File: src/rtl/uart_tx_periph.sv
// rtl/uart_tx_periph.sv - memory-mapped UART transmitter with TX FIFO and level interrupt
// Optional even-parity bit enabled by defining UART_TX_PARITY_EN.
module uart_tx_periph #(
  parameter int          FIFO_DEPTH = 8,
  parameter int          CNT_W      = 4,
  parameter logic [15:0] DIV_RESET  = 16'd434
) (
  input  logic        clk,
  input  logic        rst,
  input  logic        ce,
  input  logic        we,
  input  logic [31:0] addr,
  input  logic [3:0]  sel,
  input  logic [31:0] data_i,
  output logic [31:0] data_o,
  output logic        txd_o,
  output logic        tx_int_o
);

  localparam int PTR_W = CNT_W - 1;

  typedef enum logic [2:0] {
    S_IDLE   = 3'd0,
    S_START  = 3'd1,
    S_DATA   = 3'd2,
    S_PARITY = 3'd3,
    S_STOP   = 3'd4
  } state_t;

  state_t             state_q, state_d;
  logic [7:0]         mem_q [FIFO_DEPTH];
  logic [7:0]         mem_d [FIFO_DEPTH];
  logic [PTR_W-1:0]   wr_ptr_q, wr_ptr_d;
  logic [PTR_W-1:0]   rd_ptr_q, rd_ptr_d;
  logic [CNT_W-1:0]   count_q, count_d;
  logic               ovf_q, ovf_d;
  logic               tx_en_q, tx_en_d;
  logic               irq_en_q, irq_en_d;
  logic               par_en_q, par_en_d;
  logic [15:0]        baud_q, baud_d;
  logic [15:0]        div_q, div_d;
  logic [15:0]        cnt_q, cnt_d;
  logic [2:0]         bit_idx_q, bit_idx_d;
  logic [7:0]         shift_q, shift_d;
  logic               par_bit_q, par_bit_d;
  logic               par_frame_q, par_frame_d;
  logic               tx_int_q, tx_int_d;

  logic               wr, rd, push, push_ok, pop;
  logic               full, empty, bit_end, busy;
  logic [7:0]         head;
  logic               unused_bits;

  assign wr      = ce & we;
  assign rd      = ce & ~we;
  assign full    = (count_q == CNT_W'(FIFO_DEPTH));
  assign empty   = (count_q == '0);
  assign head    = mem_q[rd_ptr_q];
  assign bit_end = (cnt_q == div_q - 16'd1);
  assign push    = wr & (addr[3:2] == 2'd0) & sel[0];
  // A pop frees a slot this very cycle, so a push into a full FIFO still lands.
  assign pop     = ((state_q == S_IDLE) | ((state_q == S_STOP) & bit_end)) & tx_en_q & ~empty;
  assign push_ok = push & (~full | pop);
  assign tx_int_o = tx_int_q;

  assign unused_bits = ^{addr[31:4], addr[1:0], sel[3:2], data_i[31:16], par_frame_q};

  // State and datapath registers, asynchronously reset
  always_ff @(posedge clk or posedge rst) begin
    if (rst) begin
      state_q     <= S_IDLE;
      wr_ptr_q    <= '0;
      rd_ptr_q    <= '0;
      count_q     <= '0;
      ovf_q       <= 1'b0;
      tx_en_q     <= 1'b0;
      irq_en_q    <= 1'b0;
      par_en_q    <= 1'b0;
      baud_q      <= DIV_RESET;
      div_q       <= 16'd1;
      cnt_q       <= '0;
      bit_idx_q   <= '0;
      shift_q     <= '0;
      par_bit_q   <= 1'b0;
      par_frame_q <= 1'b0;
      tx_int_q    <= 1'b0;
    end else begin
      state_q     <= state_d;
      wr_ptr_q    <= wr_ptr_d;
      rd_ptr_q    <= rd_ptr_d;
      count_q     <= count_d;
      ovf_q       <= ovf_d;
      tx_en_q     <= tx_en_d;
      irq_en_q    <= irq_en_d;
      par_en_q    <= par_en_d;
      baud_q      <= baud_d;
      div_q       <= div_d;
      cnt_q       <= cnt_d;
      bit_idx_q   <= bit_idx_d;
      shift_q     <= shift_d;
      par_bit_q   <= par_bit_d;
      par_frame_q <= par_frame_d;
      tx_int_q    <= tx_int_d;
    end
  end

  // FIFO storage needs no reset; validity is tracked by the pointers
  always_ff @(posedge clk) begin
    mem_q <= mem_d;
  end

  // Frame sequencing: START, 8 data bits, optional parity, STOP, chaining frames back-to-back
  always_comb begin
    state_d = state_q;
    case (state_q)
      S_IDLE:   if (tx_en_q && !empty) state_d = S_START;
      S_START:  if (bit_end) state_d = S_DATA;
      S_DATA: begin
        if (bit_end && bit_idx_q == 3'd7) begin
`ifdef UART_TX_PARITY_EN
          state_d = par_frame_q ? S_PARITY : S_STOP;
`else
          state_d = S_STOP;
`endif
        end
      end
      S_PARITY: if (bit_end) state_d = S_STOP;
      S_STOP:   if (bit_end) state_d = (tx_en_q && !empty) ? S_START : S_IDLE;
      default:  state_d = S_IDLE;
    endcase
  end

  // Serial line, busy flag and combinational register read mux
  always_comb begin
    busy   = (state_q != S_IDLE);
    txd_o  = 1'b1;
    data_o = 32'h0;
    case (state_q)
      S_START:  txd_o = 1'b0;
      S_DATA:   txd_o = shift_q[0];
      S_PARITY: txd_o = par_bit_q;
      default:  txd_o = 1'b1;
    endcase
    if (rd) begin
      case (addr[3:2])
        2'd1: begin
          data_o[0]          = busy;
          data_o[1]          = full;
          data_o[2]          = empty;
          data_o[3]          = ovf_q;
          data_o[8 +: CNT_W] = count_q;
        end
        2'd2:    data_o[2:0]  = {par_en_q, irq_en_q, tx_en_q};
        2'd3:    data_o[15:0] = baud_q;
        default: data_o = 32'h0;
      endcase
    end
  end

  // Bit timer, shifter, FIFO bookkeeping and register writes
  always_comb begin
    mem_d       = mem_q;
    wr_ptr_d    = wr_ptr_q;
    rd_ptr_d    = rd_ptr_q;
    count_d     = count_q;
    ovf_d       = ovf_q;
    tx_en_d     = tx_en_q;
    irq_en_d    = irq_en_q;
    par_en_d    = par_en_q;
    baud_d      = baud_q;
    div_d       = div_q;
    cnt_d       = '0;
    bit_idx_d   = bit_idx_q;
    shift_d     = shift_q;
    par_bit_d   = par_bit_q;
    par_frame_d = par_frame_q;
    tx_int_d    = irq_en_q & empty & (state_q == S_IDLE);

    if (state_q != S_IDLE) cnt_d = bit_end ? 16'd0 : cnt_q + 16'd1;

    if (state_q == S_DATA && bit_end) begin
      shift_d   = {1'b0, shift_q[7:1]};
      bit_idx_d = bit_idx_q + 3'd1;
    end

    // Frame start snapshots the byte, the bit period and the parity mode
    if (pop) begin
      shift_d     = head;
      bit_idx_d   = 3'd0;
      div_d       = (baud_q == 16'd0) ? 16'd1 : baud_q;
      par_bit_d   = ^head;
      par_frame_d = par_en_q;
      rd_ptr_d    = rd_ptr_q + PTR_W'(1);
    end

    if (push_ok) begin
      mem_d[wr_ptr_q] = data_i[7:0];
      wr_ptr_d        = wr_ptr_q + PTR_W'(1);
    end

    case ({push_ok, pop})
      2'b10:   count_d = count_q + CNT_W'(1);
      2'b01:   count_d = count_q - CNT_W'(1);
      default: count_d = count_q;
    endcase

    if (wr && addr[3:2] == 2'd1 && sel[0] && data_i[3]) ovf_d = 1'b0;
    if (push && !push_ok) ovf_d = 1'b1;

    if (wr && addr[3:2] == 2'd2 && sel[0]) begin
      tx_en_d  = data_i[0];
      irq_en_d = data_i[1];
`ifdef UART_TX_PARITY_EN
      par_en_d = data_i[2];
`else
      par_en_d = 1'b0;
`endif
    end

    if (wr && addr[3:2] == 2'd3) begin
      if (sel[0]) baud_d[7:0]  = data_i[7:0];
      if (sel[1]) baud_d[15:8] = data_i[15:8];
    end
  end

endmodule

File: config.mk
export PLATFORM = sky130hd
export DESIGN_NAME = uart_tx_periph
export DESIGN_NICKNAME = d
export VERILOG_FILES = /design/src/rtl/uart_tx_periph.sv
export SDC_FILE = /design/constraint.sdc
export NUM_CORES = 1
export LEC_CHECK = 0
export BUFFER_PORTS_ARGS = -buffer_cell sky130_fd_sc_hd__buf_2
export CAP_MARGIN = 20
export CORE_MARGIN = 2
export CORE_UTILIZATION = 55
export DETAILED_ROUTE_END_ITERATION = 10
export PLACE_DENSITY_LB_ADDON = 0.15
export SYNTH_ARGS = -nofsm -noshare
export SYNTH_HDL_FRONTEND = slang
export SYNTH_SLANG_ARGS = --single-unit
File: constraint.sdc
create_clock -name clk -period 6 [get_ports clk]
set_clock_uncertainty 0.15 [all_clocks]
set_input_delay 1.2 -clock clk [delete_from_list [all_inputs] [get_ports clk]]
set_output_delay 1.2 -clock clk [all_outputs]
set_load 0.01 [all_outputs]
==> reports/results.txt <==
Status = finished clean
Worst Reg-to-Reg Cells = 16
Initial antenna violation count = 0
CP delay by family, top = simple AND/OR/NAND/NOR gates
Grt total ovfl = 0
Crit-path cells = inv_1 > ha_1 > or3b_1 > or3_1 > a2111oi_0 > nand4_1 > o41ai_4 > nand2_1 > inv_1 > ha_1 > xor2_1 > ha_1 > a21oi_1 > xor2_1 > nor2_1 > xor2_1
Final ANT Viol Nets = 0
CTS hold repair buffers = 0
Min cycle time layout = 4720 ps
Post-Syn Instances = 533
Final Cycle Share = 78.6%
WP data required = 6150 ps
Gr usage total = 22.6%
Met1 GRT Util = 32.5%
Reg2reg end = count_q[2]
Post CTS Setup Buffer Count = 0
Num CTS Buffers = 17
Flops & latches, synth = 141
Combinational group share of total power = 30.0%
Cell Pwr Density = 440 nW/um^2
Worst hold path type = flop to flop
Synth cell count leaders = dfrtp_1 (71), edfxtp_1 (64), nor2_1 (42), mux2_2 (34), xnor2_1 (30)
Worst ir drop on vdd = 0.000375 V
Clock slew at reported path FFs = 60 ps
GRT met3 Usage = 6.80%
Share of layout cells above drive strength 1 = 24.8%
Pre-CTS setup slack = 1390 ps
# setup viols final = 0
ANT cells = 0
RePlAce Congestion = 0.805
PnR worst setup slack = 1280 ps
Syn avg cell area = 12.8 um^2
Detail-routed via count per cell = 5.63
Clock sinks = 141
Critical path class = flop to flop
Sequential share of power = 42.1%
DR WL/cell = 17.9 um
Synth Flop Type = dfrtp_1
Worst R2R Start = div_q[1]
Part of the Yosys area used for sequential elements = 56.7%
Die area = 13300 um^2
Synth area leader = edfxtp_1
Most numerous cell in the Yosys netlist = dfrtp_1
# DRC = 0
Area contributors post-synth = edfxtp_1 (28%), dfrtp_1 (26%), mux2_2 (5.6%), mux4_2 (5.3%), xnor2_1 (3.9%)
Netlist Area Pre-Place = 6800 um^2
Die height = 115 um
EDFF count, synth = 64
Top cell type's share of synthesized area = 28.3%
Initial DRC Count = 306
Worst slew pin tran = 778 ps
Yosys cell types = 59
Initial core utilization = 56.3%
Sw Share = 33.8%
CP Launch Type = flop
R2R Setup Slk = 1280 ps
Area growth syn-to-layout = 14.0%
H-tree levels = 4
Int Power = 2260 uW
Slew Limit Headroom = 48.1%
WHS Path Cells = 1
Clk Latency, worst-skew pair = 420 ps
Hold Slack = 350 ps
Slew Limit Fails = 0
Power share of the clock group = 27.9%
Setup TNS = 0 ps
Crit end category = flop
Max Cap Viol = 0
Peak fanout along the critical path = 14
CTS tree = yes
Slowest CP cell = nand2_1
Leakage power = 0.00308 uW
DR vias = 4325
RSZ-0062 raised after global routing = no
Nets = 669
Sw power = 1150 uW
CTS Root Cell = clkbuf_16
Most used routing layer = met2
TritonRoute pass-1 iters = 4
I/O pins = 106
Number of port buffers = 41
CTS resizes = 0
Die W = 115 um
Global-route wire length before repair = 22.6 mm
Vias in the first global route = 4303
Core box area = 12100 um^2
Largest net degree at the start of global routing = 51
Cell Rows = 40
Crit path DAT = 4870 ps
Total Power = 3410 uW
Dpl hpwl = 9.43 mm
Hold Violations, Final = 0
Hold Crit Start = shift_q[7]
CP max stage delay = 500 ps
Synth async-reset ratio = 54.6%
Clk buf depth = 2
Max Clock Freq = 0.212 GHz
GR Util met2 = 34.1%
Detailed Route WL = 13.8 mm
Ys Warns = 0
WP buf/inv = 2
WHS Endpoint = shift_q[7]
## registers in the layout, indices dropped and copies added, names as in the netlist
| signal | cells |
|---|---|
| baud_q | 16 |
| mem_q | 64 |
| par_bit_q | 1 |
| rd_ptr_q | 3 |
| count_q | 4 |
| state_q | 3 |
| irq_en_q | 1 |
| ovf_q | 1 |
| cnt_q | 16 |
| wr_ptr_q | 3 |
| tx_en_q | 1 |
| shift_q | 8 |
| div_q | 16 |
| bit_idx_q | 3 |
| tx_int_o | 1 |
## cells in the final DEF (no fill, tap or decap), types with 4 or more instances in the layout
cell,instances
a21oi_1,13
a221o_1,7
and2_1,9
and3_1,6
buf_2,41
buf_4,12
clkbuf_16,17
clkinv_4,4
conb_1,16
dfrtp_1,71
dfstp_2,6
edfxtp_1,64
ha_1,9
inv_1,11
inv_6,5
mux2_2,34
mux2i_1,13
mux4_2,16
nand2_1,22
nand2b_1,10
nand3_1,18
nor2_1,42
nor3_1,19
nor4_1,12
o21ai_0,19
or2_2,4
or4_1,5
xnor2_1,30
xor2_1,16
## routing by layer
layer  share of wire [%]  wire length, um
met1                  48             6660
met5                   0                0
met3                 4.3              599
met2                  47             6420
met4                0.75              103
## stage by stage
stage / instance area, um^2 / instances / util [%]
floorplan: 6850 / 548 / -
global placement: 7160 / 735 / 59.4
detailed placement: 7160 / 735 / 59.4
CTS: 7700 / 766 / 63.8
global route: 7750 / 768 / 64.2
finish: 7750 / 768 / 64.2
## power groups by stage
stage | Clock (uW) | Combinational (uW) | Sequential, uW
after CTS | 965 | 981 | 1460
after floorplan | 0 | 880 | 1330
after global placement | 0 | 947 | 1460
final | 952 | 1020 | 1440
after global routing | 1010 | 1130 | 1470
after detailed placement | 0 | 976 | 1470
## worst max-delay path by stage
stage                     startpoint  slack [ps]  cells after the start         end
final                       div_q[1]        1280                     16  count_q[2]
after global routing        div_q[1]        1010                     16  count_q[2]
after CTS                   div_q[1]        1330                     16  count_q[2]
after detailed placement    div_q[1]        1390                     16  count_q[2]
after global placement      div_q[1]        1430                     16  count_q[2]
after floorplan            div_q[10]        1790                      8   mem_q[40]
## area by class of cell
| type | count | area, um^2 |
|---|---|---|
| Clock buffer | 17 | 425 |
| Timing Repair Buffer | 55 | 343 |
| Inverter | 12 | 45.0 |
| Tap cell | 168 | 210 |
| Multi-Input combinational cell | 361 | 2760 |
| Sequential cell | 141 | 3860 |
| Clock inverter | 14 | 113 |
| Fill cell | 919 | 4310 |
## kinds of logic after synthesis
| group | share of synthesized area [%] |
|---|---|
| compound gates | 6.79 |
| xor+xnor | 5.93 |
| fa+ha+maj | 1.66 |
| buf+inv | 3.55 |
| flops | 56.7 |
| mux | 12.8 |
| other cells | 0.0552 |
| simple gates | 12.4 |
## worst register-to-register path, stage by stage, from the launching register on
cell and delay (ps):
dfrtp_1 400, inv_1 100, ha_1 200, or3b_1 440, or3_1 330, a2111oi_0 460, nand4_1 310, o41ai_4 400
nand2_1 500, inv_1 230, ha_1 290, xor2_1 100, ha_1 180, a21oi_1 140, xor2_1 160, nor2_1 60
xor2_1 140
(Power assumes the default switching activity.)
